===== src/rtl/pc_fetch_unit.sv =====
// -----------------------------------------------------------------------------
// pc_fetch_unit
//
// Purpose:
//   Owns the program counter of a non-pipelined core. It fetches one
//   instruction at a time from instruction memory over a req/ack handshake,
//   holds it for decode/execute, and on retire advances the PC by +1 or by a
//   signed branch/JAL offset chosen by the ALU (B_PCSrc).
//
//   Flow:    IDLE -> WAIT -> HOLD -> IDLE -> ...
//   - IDLE is a single bubble cycle after reset or retire.
//   - WAIT drives the request until the memory acks.
//   - HOLD keeps the instruction until downstream retires it (i_stall = 0).
//
// Optional feature (compile-time macro FETCH_TIMEOUT_EN):
//   Adds an ack watchdog. If TIMEOUT_CYCLES WAIT cycles pass without an ack,
//   the request is dropped and the unit parks in a sticky ERR state with
//   o_fetch_err = 1 until rst_n. An ack in the last allowed cycle still wins.
//   Without the macro there is no counter, no ERR state, and o_fetch_err = 0.
//
// Parameters:
//   PC_WIDTH       program counter / instruction memory address width
//   INSTR_WIDTH    instruction word width
//   RESET_PC       PC value loaded on reset
//   TIMEOUT_CYCLES ack watchdog limit (only with FETCH_TIMEOUT_EN)
//
// Ports:
//   clk            system clock, rising edge
//   rst_n          asynchronous active-low reset
//   o_imem_req     fetch request, high for the whole WAIT state
//   o_imem_addr    fetch address (same as o_pc)
//   i_imem_ack     memory returns i_imem_data this cycle
//   i_imem_data    instruction word from memory
//   o_instr        latched instruction for decode
//   o_instr_valid  o_instr holds a fetched, unretired instruction
//   i_stall        downstream not ready to retire the held instruction
//   B_PCSrc        branch/jump taken for the held instruction
//   i_pc_offset    signed two's-complement branch/JAL offset
//   o_pc           address of the current/held instruction
//   o_link_pc      o_pc + 1, write-back value for JAL
//   o_fetch_err    fetch timeout flag
// -----------------------------------------------------------------------------

`default_nettype none

module pc_fetch_unit #(
    parameter int unsigned         PC_WIDTH       = 8,
    parameter int unsigned         INSTR_WIDTH    = 16,
    parameter logic [PC_WIDTH-1:0] RESET_PC       = '0,
    parameter int unsigned         TIMEOUT_CYCLES = 15
) (
    input  logic                   clk,
    input  logic                   rst_n,

    // Instruction memory handshake
    output logic                   o_imem_req,
    output logic [PC_WIDTH-1:0]    o_imem_addr,
    input  logic                   i_imem_ack,
    input  logic [INSTR_WIDTH-1:0] i_imem_data,

    // Decode/execute side
    output logic [INSTR_WIDTH-1:0] o_instr,
    output logic                   o_instr_valid,
    input  logic                   i_stall,
    input  logic                   B_PCSrc,
    input  logic [7:0]             i_pc_offset,
    output logic [PC_WIDTH-1:0]    o_pc,
    output logic [PC_WIDTH-1:0]    o_link_pc,

    // Status
    output logic                   o_fetch_err
);

    // -------------------------------------------------------------------------
    // State encoding
    // -------------------------------------------------------------------------
    typedef enum logic [1:0] {
        ST_IDLE = 2'd0,
        ST_WAIT = 2'd1,
        ST_HOLD = 2'd2
`ifdef FETCH_TIMEOUT_EN
        ,
        ST_ERR  = 2'd3
`endif
    } fetch_state_e;

    fetch_state_e             state_q, state_d;
    logic [PC_WIDTH-1:0]      pc_q, pc_d;
    logic [INSTR_WIDTH-1:0]   instr_q, instr_d;

`ifdef FETCH_TIMEOUT_EN
    // The counter only ever holds 0 .. TIMEOUT_CYCLES-1: the cycle that would
    // reach TIMEOUT_CYCLES transitions to ERR instead of incrementing.
    localparam int unsigned   CNT_W     = (TIMEOUT_CYCLES > 1) ? $clog2(TIMEOUT_CYCLES) : 1;
    localparam logic [CNT_W-1:0] CNT_LAST = CNT_W'(TIMEOUT_CYCLES - 1);

    logic [CNT_W-1:0]         cnt_q, cnt_d;
`endif

    // -------------------------------------------------------------------------
    // PC arithmetic
    // -------------------------------------------------------------------------
    // Size-casting the signed offset sign-extends it to the PC width; the add
    // then wraps modulo 2^PC_WIDTH, which is exactly the intended behaviour
    // for backward branches (e.g. 0x02 + 0xFC -> 0xFE).
    logic [PC_WIDTH-1:0] offset_ext;
    logic [PC_WIDTH-1:0] pc_plus_one;
    logic [PC_WIDTH-1:0] pc_branch;

    assign offset_ext  = PC_WIDTH'($signed(i_pc_offset));
    assign pc_plus_one = pc_q + PC_WIDTH'(1);
    assign pc_branch   = pc_q + offset_ext;

    // -------------------------------------------------------------------------
    // Next-state logic
    // -------------------------------------------------------------------------
    // NOTE: every variable gets its hold value before the case statement, so
    // no path through the block leaves one unassigned and no latch is inferred.
    always_comb begin
        state_d = state_q;
        pc_d    = pc_q;
        instr_d = instr_q;
`ifdef FETCH_TIMEOUT_EN
        cnt_d   = cnt_q;
`endif

        unique case (state_q)
            // One bubble cycle, then start the fetch of the current PC.
            ST_IDLE: begin
                state_d = ST_WAIT;
`ifdef FETCH_TIMEOUT_EN
                cnt_d   = '0;
`endif
            end

            // Request is up; wait for the memory. An ack always beats the
            // watchdog, including on the cycle the limit is reached.
            ST_WAIT: begin
                if (i_imem_ack) begin
                    instr_d = i_imem_data;
                    state_d = ST_HOLD;
                end
`ifdef FETCH_TIMEOUT_EN
                else if (cnt_q == CNT_LAST) begin
                    state_d = ST_ERR;
                end else begin
                    cnt_d = cnt_q + CNT_W'(1);
                end
`endif
            end

            // Hold the instruction until downstream retires it. Branch inputs
            // are only meaningful on the retire edge and ignored while stalled.
            ST_HOLD: begin
                if (!i_stall) begin
                    state_d = ST_IDLE;
                    pc_d    = B_PCSrc ? pc_branch : pc_plus_one;
                end
            end

`ifdef FETCH_TIMEOUT_EN
            // Sticky until reset; acks and retire inputs are ignored.
            ST_ERR: begin
                state_d = ST_ERR;
            end
`endif

            default: begin
                state_d = ST_IDLE;
            end
        endcase
    end

    // -------------------------------------------------------------------------
    // State registers
    // -------------------------------------------------------------------------
    // NOTE: non-blocking assignments here so every register samples the
    // pre-edge values computed above, independent of statement order.
    // NOTE: instr_q is a datapath register but is still reset, because decode
    // must see a defined zero word after reset rather than stale data.
    always_ff @(posedge clk or negedge rst_n) begin
        if (!rst_n) begin
            state_q <= ST_IDLE;
            pc_q    <= RESET_PC;
            instr_q <= '0;
        end else begin
            state_q <= state_d;
            pc_q    <= pc_d;
            instr_q <= instr_d;
        end
    end

`ifdef FETCH_TIMEOUT_EN
    always_ff @(posedge clk or negedge rst_n) begin
        if (!rst_n) begin
            cnt_q <= '0;
        end else begin
            cnt_q <= cnt_d;
        end
    end
`endif

    // -------------------------------------------------------------------------
    // Outputs
    // -------------------------------------------------------------------------
    // Request and valid are decoded straight from the state register, so an
    // asynchronous reset in WAIT drops the request immediately and nothing
    // can be captured until a fresh WAIT is entered.
    assign o_imem_req    = (state_q == ST_WAIT);
    assign o_imem_addr   = pc_q;
    assign o_instr       = instr_q;
    assign o_instr_valid = (state_q == ST_HOLD);
    assign o_pc          = pc_q;
    assign o_link_pc     = pc_plus_one;

`ifdef FETCH_TIMEOUT_EN
    assign o_fetch_err   = (state_q == ST_ERR);
`else
    assign o_fetch_err   = 1'b0;
`endif

endmodule

`default_nettype wire


===== config.mk =====
export PLATFORM = sky130hd
export DESIGN_NAME = pc_fetch_unit
export DESIGN_NICKNAME = d
export VERILOG_FILES = /design/src/rtl/pc_fetch_unit.sv
export SDC_FILE = /design/constraint.sdc
export NUM_CORES = 1
export LEC_CHECK = 0
export CORE_ASPECT_RATIO = 0.9
export CORE_MARGIN = 3
export CORE_UTILIZATION = 35
export CTS_CLUSTER_SIZE = 28
export DETAILED_ROUTE_END_ITERATION = 16
export GPL_TIMING_DRIVEN = 0
export HOLD_SLACK_MARGIN = 0.02
export PLACE_DENSITY = 0.69
export SYNTH_ARGS = -nofsm -noshare
export SYNTH_HDL_FRONTEND = slang
export SYNTH_SLANG_ARGS = --single-unit

===== constraint.sdc =====
create_clock -name clk -period 3.9 [get_ports clk]
set_clock_uncertainty 0.1 [all_clocks]
set_input_delay 0.39 -clock clk [delete_from_list [all_inputs] [get_ports clk]]
set_output_delay 0.39 -clock clk [all_outputs]
set_load 0.03 [all_outputs]

==> results.env, run 1 <==
POST_DRT_VIA_CELL_RATIO=4.766
PATH_CELLS='ha_1 > and3_1 > nand3_1 > xnor2_1 > clkdlybuf4s50_1'
DR_TOTAL_VIAS=1387
YS_FF_LATCH=26
GRT_START_MAX_NET_PINS=27
MAX_CLOCK_FREQ_MHz=349.5
HOLD_VIOL_FINAL=0
HOLD_CLASS='flop to flop'
DETAIL_ROUTE.DRC_VIOLATIONS=0
SYNTH.CELL_AREA_UM2=1600
POWER_FRAC_SEQ_PCT=24.4
CTS_BUFFERS=3
POST-CTS-SETUP-BUFFERS=0
POWER.SHARE.COMBINATIONAL_PCT=68.8
FINALCRITICALPERIOD_PS=2861
DESIGN.DIE.AREA_UM2=5421
CTS_REPAIR_RESIZED_INSTS=0
REGTOREGSTARTPOINT='o_imem_addr[0]$_DFFE_PN0P_'
DIE_H_UM=70.15
CLK_ROOT_BUFFER_CELL='sky130_fd_sc_hd__clkbuf_8'
CRITPATHCAPTURETYPE='output port'
MOST_FREQUENT_CELLS_IN_THE_LAYOUT='sky130_fd_sc_hd__clkdlybuf4s50_1, sky130_fd_sc_hd__dfrtp_1, sky130_fd_sc_hd__a21oi_1, sky130_fd_sc_hd__mux2_2'
PLACE_HPWL_MM=2.994
AREA_OF_THE_MULTI_INPUT_GATES_UM2=833.3
SYNTH_FF_TYPE='sky130_fd_sc_hd__dfrtp_1'
CLOCK_TREE_FROM_TRITONCTS='built'
SWSHARE_PCT=46.77
MIN-DELAY-START='state_q[1]$_DFFE_PN0P_'
SYNTH.AVG_CELL_AREA_UM2=10.06
POST_SYNTH_EDFFS=0
CP_SLOWEST_STAGE_DELAY_PS=720
LAYOUT-DRIVE-GT1-SHARE_PCT=13.85
COREAREA_UM2=4239
FINAL.SETUP.TNS_PS=0
INTERNAL_POWER_mW=1.158
CTS_CLK_PIN_SLEW_WORST_PATHS_PS=90
NET-SWITCHING-POWER_mW=1.017
GR-USAGE-ALL-LAYERS_PCT=14.21
WORSTPATHREQUIRED_PS=3410
RUN_STATUS='finished clean'
MAX-CAP-VIOLATIONS=0
SYNTH_CELL_TYPES=43
R2R_SLACK_PS=1660
POST_DRT_ANTENNA_NETS=0
CLOCK_POWER_SHARE_PCT=6.8
AVGROUTEDWIREPERCELL_UM=13.09
TIMING.CRITICAL_PATH.FROM_TYPE='flop'
START_UTIL_PCT=37.75
REGAREA_UM2=650.6
FINALWIRELENGTH_MM=3.809
IR_DROP_mV=0.3781
STD_CELL_ROWS=22
GLOBALROUTEOVERFLOWTOTAL=0
BOUNDARYPINS=72
LAYOUT.CELLS.MOST_COMMON='sky130_fd_sc_hd__clkdlybuf4s50_1'
COUNT_OF_INPUT_AND_OUTPUT_BUFFERS=69
AREAGROWTHSYNTHTOFINISH_PCT=50.43
LEAK_PWR_nW=1.010
SYNTH_FP_NETS=197
TIMING.FINAL.CRIT_SHARE_PCT=73.37
DPL_CELL_AREA_UM2=2366
CTS_MAX_LEVEL=1
PATH_MAX_FANOUT=8
CLOCK_LATENCY_AT_THE_LATER_PIN_OF_THE_WORST_SKEW_PAIR_PS=260
FINISHED_CELL_AREA_UM2=2407
YS.WARNINGS.COUNT=0
RSZ0062_AT_GRT='false'
SLEW_HEADROOM_PCT=21.34
SYNTH-SEQ-AREA-SHARE_PCT=40.66
CLOCK_SINKS=26
GRT_FIRST_PASS_WIRELENGTH_MM=6.327
CP_DATA_ARRIVAL_TIME_PS=2370
DRT_ITER0_DRC=59
SETUP_VIOLATIONS=0
CTS-HOLD-FIX-BUFFERS=0
GRT_ANTENNA_BEFORE_REPAIR=0
SYNTHARSTFLOPSHARE_PCT=100.0
FINALMAXSLEWVIOLATIONS=0
SYNTH_CELLS=159
DIE_W_UM=77.28
DETAILEDROUTE.FIRSTPASSITERATIONCOUNT=4
N_DIODES=0
CRITICAL_PATH.STARTPOINT='o_imem_addr[0]$_DFFE_PN0P_'
LAYOUT.NETS=271
POWER_PER_CELL_AREA_nW_PER_UM2=903.4
VIA_COUNT_OF_THE_FIRST_GLOBAL_ROUTING_PASS=1338
ROUTABILITYCONGESTION=0.8033
WORST-SLEW-PIN-TRANSITION_PS=1176
CLOCK_PATH_BUFFERS=2
FILLERINSTANCES=395
CRITICAL_PATH_START_END_CLASSIFICATION='flop to output port'
CRITPATHSLOWESTCELL='sky130_fd_sc_hd__clkdlybuf4s50_1'
## Yosys cell counts, drive strengths merged, types with 4 or more instances
| cell | n | area, µm² |
|---|---|---|
| nor2b | 4 | 32.53 |
| nor2 | 9 | 33.78 |
| nand2 | 7 | 26.28 |
| o21ai | 11 | 58.80 |
| mux2 | 16 | 180.2 |
| ha | 8 | 100.1 |
| a21oi | 12 | 60.06 |
| xnor2 | 5 | 43.79 |
| inv | 7 | 26.27 |
| dfrtp | 26 | 650.6 |
| nand3 | 5 | 25.02 |
| buf | 12 | 82.57 |
## state kept, by name, summed over array words and instances (netlist names)
signal	cells
o_instr	16
o_imem_addr	8
state_q	2
## metrics by stage
step                cells  setup WS (ps)  hold WS [ps]  power (mW)  util (%)
floorplan             159           1631        -5.591       1.466         -
global placement      288           1361         356.2       2.026     55.81
detailed placement    288           1336         369.4       2.045     55.81
CTS                   291           1027         374.5       2.198     56.79
global route          291          896.2         407.4       2.309     56.79
finish                291           1039         370.5       2.175     56.79
## area by class of cell
class                      instances  area share (%)
inverter                           7           1.091
tap                               60           3.119
timing repair buffer              69           28.69
buffer                            14           3.742
clock buffer                       3           1.715
multi-input combinational        112           34.62
sequential                        26           27.03
## metal layers
layer / vias up / global-route usage, % / wire [µm]
met1: 627 / 18.90 / 1842
met2: 52 / 22.34 / 1662
met4: 0 / 5.138 / 27
met3: 2 / 3.479 / 277
met5: - / 0 / 0
li1: 706 / - / -
## kinds of logic after synthesis
kind of cell | after synthesis | share of synthesized area (%)
AO/OA/AOI/OAI | 36 | 14.15
XOR/XNOR | 8 | 4.379
adder cells (fa/ha/maj) | 9 | 7.506
buffers and inverters | 21 | 7.271
flip-flops | 26 | 40.66
multiplexers | 16 | 11.26
other | 1 | 0.2343
AND/OR/NAND/NOR | 42 | 14.54
## power groups by stage
| stage | clock [mW] | sequential, mW | combinational [mW] |
|---|---|---|---|
| 2_1_floorplan | 0 | 0.766 | 0.700 |
| 3_3_place_gp | 0 | 0.535 | 1.49 |
| 3_5_place_dp | 0 | 0.540 | 1.51 |
| 4_1_cts | 0.154 | 0.534 | 1.51 |
| 5_1_grt | 0.164 | 0.556 | 1.59 |
| 6_report | 0.148 | 0.530 | 1.50 |
## final timing paths
| kind | end | cells past startpoint |
|---|---|---|
| hold / removal | state_q[0]$_DFFE_PN0P_ | 1 |
| hold reg to reg | state_q[0]$_DFFE_PN0P_ | 1 |
| setup / recovery | o_link_pc[6] | 5 |
| min in group asynchronous | o_instr[11]$_DFFE_PN0P_ | 1 |
| setup reg to reg | o_imem_addr[6]$_DFFE_PN0P_ | 8 |
| max in group asynchronous | o_imem_addr[3]$_DFFE_PN0P_ | 1 |
## worst max-delay path, delay by kind of cell (launching register included)
family | cells | cell delay (ps)
flip-flops | 1 | 480
AND/OR/NAND/NOR | 2 | 380
buffers and inverters | 1 | 720
XOR/XNOR | 1 | 260
adder cells (fa/ha/maj) | 1 | 260
No activity file was read; power rests on OpenSTA's default activity.
==> run 2, diff against run 1 <==
--- a/config.mk
+++ b/config.mk
@@ -12,7 +12,7 @@
 export DETAILED_ROUTE_END_ITERATION = 16
 export GPL_TIMING_DRIVEN = 0
 export HOLD_SLACK_MARGIN = 0.02
-export PLACE_DENSITY = 0.69
+export PLACE_DENSITY = 0.72
 export SYNTH_ARGS = -nofsm -noshare
 export SYNTH_HDL_FRONTEND = slang
 export SYNTH_SLANG_ARGS = --single-unit
==> constraint.sdc (replaced) <==
create_clock -name clk -period 2.6 [get_ports clk]
set_clock_uncertainty 0.1 [all_clocks]
set_input_delay 0.26 -clock clk [delete_from_list [all_inputs] [get_ports clk]]
set_output_delay 0.26 -clock clk [all_outputs]
set_load 0.03 [all_outputs]
==> results.env, run 2 (synthesis results as in run 1) <==
GROUTE.LAYER.MET3.USAGE_PCT=3.222
CTS_CLK_PIN_SLEW_WORST_PATHS_PS=90
COREAREA_UM2=4239
FINAL.SETUP.TNS_PS=0
CRITPATHCAPTURETYPE='output port'
DR_TOTAL_VIAS=1385
MOST_FREQUENT_CELLS_IN_THE_LAYOUT='sky130_fd_sc_hd__clkdlybuf4s50_1, sky130_fd_sc_hd__dfrtp_1, sky130_fd_sc_hd__a21oi_1, sky130_fd_sc_hd__mux2_2'
STD_CELL_ROWS=22
FINAL_CRITICAL_PATH_SETUP_SLACK_PS=167.1
VIA_COUNT_OF_THE_FIRST_GLOBAL_ROUTING_PASS=1382
LAYOUT-DRIVE-GT1-SHARE_PCT=14.66
FINALWIRELENGTH_MM=3.843
SLEW_HEADROOM_PCT=24.89
POST-CTS-SETUP-BUFFERS=0
FINALCRITICALPERIOD_PS=2433
FINALMAXSLEWVIOLATIONS=0
HOLD_CLASS='input pin to flop'
LAYOUT.NETS=271
DETAIL_ROUTE.DRC_VIOLATIONS=0
CLOCK_PATH_BUFFERS=2
ROUTABILITYCONGESTION=0.8438
RUN_STATUS='finished clean'
SETUP_VIOLATIONS=0
LEAK_PWR_nW=1.032
BOUNDARYPINS=72
GLOBALROUTEOVERFLOWTOTAL=0
WORST-SLEW-PIN-TRANSITION_PS=1123
CP_DATA_ARRIVAL_TIME_PS=2070
DETAILEDROUTE.FIRSTPASSITERATIONCOUNT=4
CLOCK_TREE_FROM_TRITONCTS='built'
LAYOUT.CELLS.MOST_COMMON='sky130_fd_sc_hd__clkdlybuf4s50_1'
POST_DRT_ANTENNA_NETS=0
POST_DRT_VIA_CELL_RATIO=4.743
CTS-HOLD-FIX-BUFFERS=0
DETAILEDPLACE.WORSTSLACK_PS=124.8
IR_DROP_mV=0.6012
TIMING.FINAL.CRIT_SHARE_PCT=93.57
LAYOUT.CORE_UTILIZATION_PCT=57.23
FILLERINSTANCES=407
DESIGN.DIE.AREA_UM2=5421
DIE_W_UM=77.28
GRT.MET2_USAGE_PCT=23.20
GRT_FIRST_PASS_WIRELENGTH_MM=6.644
DIE_H_UM=70.15
PATH_MAX_FANOUT=7
RSZ0062_AT_GRT='false'
FLIP_FLOP_COUNT_OF_THE_LARGEST_REGISTER_ALL_COPIES_AND_WORDS_ADDED=16
GRT_START_MAX_NET_PINS=27
DRT_ITER0_DRC=62
COUNT_OF_INPUT_AND_OUTPUT_BUFFERS=69
START_UTIL_PCT=37.75
TIMING.CRITICAL_PATH.FROM_TYPE='flop'
POWER_PER_CELL_AREA_nW_PER_UM2=1358
CRITICAL_PATH_START_END_CLASSIFICATION='flop to output port'
MAX-CAP-VIOLATIONS=0
CLOCK_SINKS=26
CTS_MAX_LEVEL=1
FIN_CELLS=292
POST-LAYOUT-TOTAL-POWER_mW=3.294
N_DIODES=0
GRT_MOST_USED_LAYER='met2'
GROUTE.LAYER.MET1.USAGE_PCT=20.90
HOLD_VIOL_FINAL=0
CLK_ROOT_BUFFER_CELL='sky130_fd_sc_hd__clkbuf_8'
PLACE_HPWL_MM=3.001
AVGROUTEDWIREPERCELL_UM=13.16
CTS_REPAIR_RESIZED_INSTS=1
MAX_CLOCK_FREQ_MHz=411.0
PLACEDCELLCOUNT=288
AREAGROWTHSYNTHTOFINISH_PCT=51.60
GR-USAGE-ALL-LAYERS_PCT=15.02
CLOCK_LATENCY_AT_THE_LATER_PIN_OF_THE_WORST_SKEW_PAIR_PS=260
CTS_BUFFERS=3
GRT_ANTENNA_BEFORE_REPAIR=0
WORSTPATHREQUIRED_PS=2240
run 2: cell count changes in the layout (fill, tap and decap cells not counted), sizes merged:
cell / delta
dlymetal6s2s: +2
clkbuf: +1
clkdlybuf4s50: -3
dlygate4sd2: +1
run 2: where the power goes:
| group | switching (mW) | internal, mW | leakage [nW] |
|---|---|---|---|
| Clock | 0.120 | 0.135 | 0.0288 |
| Sequential | 0.194 | 0.605 | 0.304 |
| Combinational | 1.22 | 1.02 | 0.698 |
run 2: metrics by stage:
step	instance area, µm²	hold WS (ps)
floorplan	1600	-135.6
global placement	2366	357.8
detailed placement	2366	367.1
CTS	2420	327.4
global route	2426	378.5
finish	2426	331.8
run 2: worst paths after layout:
path	from	end	slack [ps]	cells after the start
max in group asynchronous	rst_n	o_imem_addr[0]$_DFFE_PN0P_	1160	1
max	o_imem_addr[1]$_DFFE_PN0P_	o_link_pc[6]	170	5
min	B_PCSrc	o_imem_addr[5]$_DFFE_PN0P_	330	3
max reg2reg	o_imem_addr[1]$_DFFE_PN0P_	o_imem_addr[7]$_DFFE_PN0P_	380	6
min in group asynchronous	rst_n	o_instr[8]$_DFFE_PN0P_	490	1
min reg2reg	state_q[1]$_DFFE_PN0P_	state_q[0]$_DFFE_PN0P_	380	1
run 2: per-layer routing:
layer,share of wire (%),wire (µm),up-vias
li1,-,-,703
met3,6.0,229,2
met1,49,1877,631
met4,0.55,21,0
met2,45,1715,49
met5,0,0,-
run 2: final cells by class:
class | count | area (µm²) | share of cell area (%)
buffer | 14 | 90.09 | 3.713
clock buffer | 4 | 55.05 | 2.269
inverter | 7 | 26.28 | 1.083
multi-input combinational | 112 | 833.3 | 34.35
sequential | 26 | 651.9 | 26.87
tap | 60 | 75.07 | 3.094
timing repair buffer | 69 | 694.4 | 28.62
run 2: worst max-delay path: stages (launching register included):
cell	delay (ps)
sky130_fd_sc_hd__dfrtp_1	470
sky130_fd_sc_hd__ha_1	280
sky130_fd_sc_hd__and3_1	280
sky130_fd_sc_hd__nand3_1	120
sky130_fd_sc_hd__xnor2_1	230
sky130_fd_sc_hd__dlygate4sd2_1	430
==> run 3, diff against run 2 <==
--- a/config.mk
+++ b/config.mk
@@ -5,6 +5,7 @@
 export SDC_FILE = /design/constraint.sdc
 export NUM_CORES = 1
 export LEC_CHECK = 0
+export CAP_MARGIN = 10
 export CORE_ASPECT_RATIO = 0.9
 export CORE_MARGIN = 3
 export CORE_UTILIZATION = 35
@@ -12,7 +13,7 @@
 export DETAILED_ROUTE_END_ITERATION = 16
 export GPL_TIMING_DRIVEN = 0
 export HOLD_SLACK_MARGIN = 0.02
-export PLACE_DENSITY = 0.72
+export PLACE_DENSITY_LB_ADDON = 0.25
 export SYNTH_ARGS = -nofsm -noshare
 export SYNTH_HDL_FRONTEND = slang
 export SYNTH_SLANG_ARGS = --single-unit
==> results.env, run 3 (synthesis results as in run 1) <==
RUN_STATUS='finished clean'
CRITPATHSLOWESTCELL='sky130_fd_sc_hd__dfrtp_1'
BOUNDARYPINS=72
NET-SWITCHING-POWER_mW=1.526
GRT_FIRST_PASS_WIRELENGTH_MM=6.368
WORSTPATHREQUIRED_PS=2240
DIE_W_UM=77.28
CTS_MAX_LEVEL=1
PLACE_HPWL_MM=2.893
GRT_START_MAX_NET_PINS=27
VIA_COUNT_OF_THE_FIRST_GLOBAL_ROUTING_PASS=1324
FLIP_FLOP_COUNT_OF_THE_LARGEST_REGISTER_ALL_COPIES_AND_WORDS_ADDED=16
INTERNAL_POWER_mW=1.736
FINAL_CRITICAL_PATH_SETUP_SLACK_PS=194.9
PATH_DELAY_FAMILY='flip-flops'
TIMING.CRITICAL_PATH.FROM_TYPE='flop'
GLOBALROUTEOVERFLOWTOTAL=0
ROUTABILITYCONGESTION=0.8130
CRITPATHCAPTURETYPE='output port'
GRT_ANTENNA_BEFORE_REPAIR=0
FILLERINSTANCES=403
POST_DRT_VIA_CELL_RATIO=4.774
AREAGROWTHSYNTHTOFINISH_PCT=52.46
REGAREA_UM2=650.6
DETAILEDPLACE.WORSTSLACK_PS=173.9
FIN_CELLS=292
START_UTIL_PCT=37.75
DRT_ITER0_DRC=52
CLOCK_POWER_SHARE_PCT=6.8
POWER.SHARE.COMBINATIONAL_PCT=68.8
PATH_CELLS='ha_1 > and3_1 > nand3_1 > xnor2_1 > clkdlybuf4s15_1'
COUNT_OF_INPUT_AND_OUTPUT_BUFFERS=69
DPL_CELL_AREA_UM2=2366
LAYOUT.CORE_UTILIZATION_PCT=57.56
CLOCK_SINKS=26
PATH_MAX_FANOUT=8
DIE_H_UM=70.15
AVGROUTEDWIREPERCELL_UM=12.84
LAYOUT.CELLS.MOST_COMMON='sky130_fd_sc_hd__clkdlybuf4s50_1'
MOST_FREQUENT_CELLS_IN_THE_LAYOUT='sky130_fd_sc_hd__clkdlybuf4s50_1, sky130_fd_sc_hd__dfrtp_1, sky130_fd_sc_hd__a21oi_1, sky130_fd_sc_hd__mux2_2'
SETUP_VIOLATIONS=0
CTS_CLK_PIN_SLEW_WORST_PATHS_PS=80
CLOCK_PATH_BUFFERS=2
SLEW_HEADROOM_PCT=60.41
GR-USAGE-ALL-LAYERS_PCT=14.06
WORST-SLEW-PIN-TRANSITION_PS=592.0
CLK_ROOT_BUFFER_CELL='sky130_fd_sc_hd__clkbuf_8'
AREA_OF_THE_MULTI_INPUT_GATES_UM2=833.3
CRITICAL_PATH_START_END_CLASSIFICATION='flop to output port'
FINAL.SETUP.TNS_PS=0
POST_DRT_ANTENNA_NETS=0
POWER_FRAC_SEQ_PCT=24.5
SUM_OF_BUFFERS_AND_INVERTERS_ON_THE_CRITICAL_PATH=1
CTS-HOLD-FIX-BUFFERS=0
CP_SLOWEST_STAGE_DELAY_PS=500
DETAILEDROUTE.FIRSTPASSITERATIONCOUNT=4
POST-LAYOUT-TOTAL-POWER_mW=3.262
RSZ0062_AT_GRT='false'
N_DIODES=0
LEAK_PWR_nW=1.038
FINALMAXSLEWVIOLATIONS=0
HOLD_CLASS='input pin to asynchronous set/reset pin'
DR_TOTAL_VIAS=1394
FINAL.HOLD.WORST_SLACK_PS=266.7
CP_DATA_ARRIVAL_TIME_PS=2050
FINALWIRELENGTH_MM=3.749
POST-CTS-SETUP-BUFFERS=0
STD_CELL_ROWS=22
LAYOUT.NETS=272
FINALCRITICALPERIOD_PS=2405
CTS_BUFFERS=3
DETAIL_ROUTE.DRC_VIOLATIONS=0
PLACEDCELLCOUNT=288
MAX-CAP-VIOLATIONS=0
CLOCK_TREE_FROM_TRITONCTS='built'
DESIGN.DIE.AREA_UM2=5421
IR_DROP_mV=0.6977
LAYOUT-DRIVE-GT1-SHARE_PCT=14.22
POWER_PER_CELL_AREA_nW_PER_UM2=1337
MAX_CLOCK_FREQ_MHz=415.8
HOLD_VIOL_FINAL=0
COREAREA_UM2=4239
FINISHED_CELL_AREA_UM2=2440
CLOCK_LATENCY_AT_THE_LATER_PIN_OF_THE_WORST_SKEW_PAIR_PS=260
TIMING.FINAL.CRIT_SHARE_PCT=92.50
SWSHARE_PCT=46.78
## run 3: per-layer routing
layer / routed length (µm) / global-route usage [%] / vias to the layer above
met5: 0 / 0 / -
met4: 0 / 1.186 / 0
met3: 210 / 3.608 / 0
met2: 1769 / 22.44 / 36
met1: 1770 / 19.87 / 646
li1: - / - / 712
## run 3: path summary, 6_finish.rpt
kind | start | to | slack [ps] | depth (start not counted)
max | o_imem_addr[0]$_DFFE_PN0P_ | o_link_pc[6] | 190 | 5
min | rst_n | o_instr[13]$_DFFE_PN0P_ | 270 | 1
max reg2reg | o_imem_addr[0]$_DFFE_PN0P_ | o_imem_addr[6]$_DFFE_PN0P_ | 360 | 8
min reg2reg | state_q[1]$_DFFE_PN0P_ | state_q[0]$_DFFE_PN0P_ | 390 | 1
max in group asynchronous | rst_n | o_imem_addr[5]$_DFFE_PN0P_ | 1650 | 2
min in group clk | B_PCSrc | o_imem_addr[5]$_DFFE_PN0P_ | 350 | 3
## run 3: timing repair
item	4_1_cts	5_1_grt
endpoints found under the setup margin	1	3
pin swaps	0	0
gates resized for setup	1	3
## run 3: final cells by class
cell class	instances	area share [%]
plain buffers	14	3.692
repair buffers	70	29.64
flip-flops and latches	26	26.67
well taps	60	3.077
clock buffers	3	1.692
multi-input cells	112	34.15
inverters	7	1.077
## run 3: power by group through the flow
| stage | clock network (mW) | registers (mW) | logic, mW |
|---|---|---|---|
| 2_1_floorplan | 0 | 1.15 | 1.05 |
| 3_3_place_gp | 0 | 0.802 | 2.24 |
| 3_5_place_dp | 0 | 0.812 | 2.25 |
| 4_1_cts | 0.233 | 0.804 | 2.25 |
| 5_1_grt | 0.249 | 0.844 | 2.39 |
| 6_report | 0.221 | 0.798 | 2.24 |
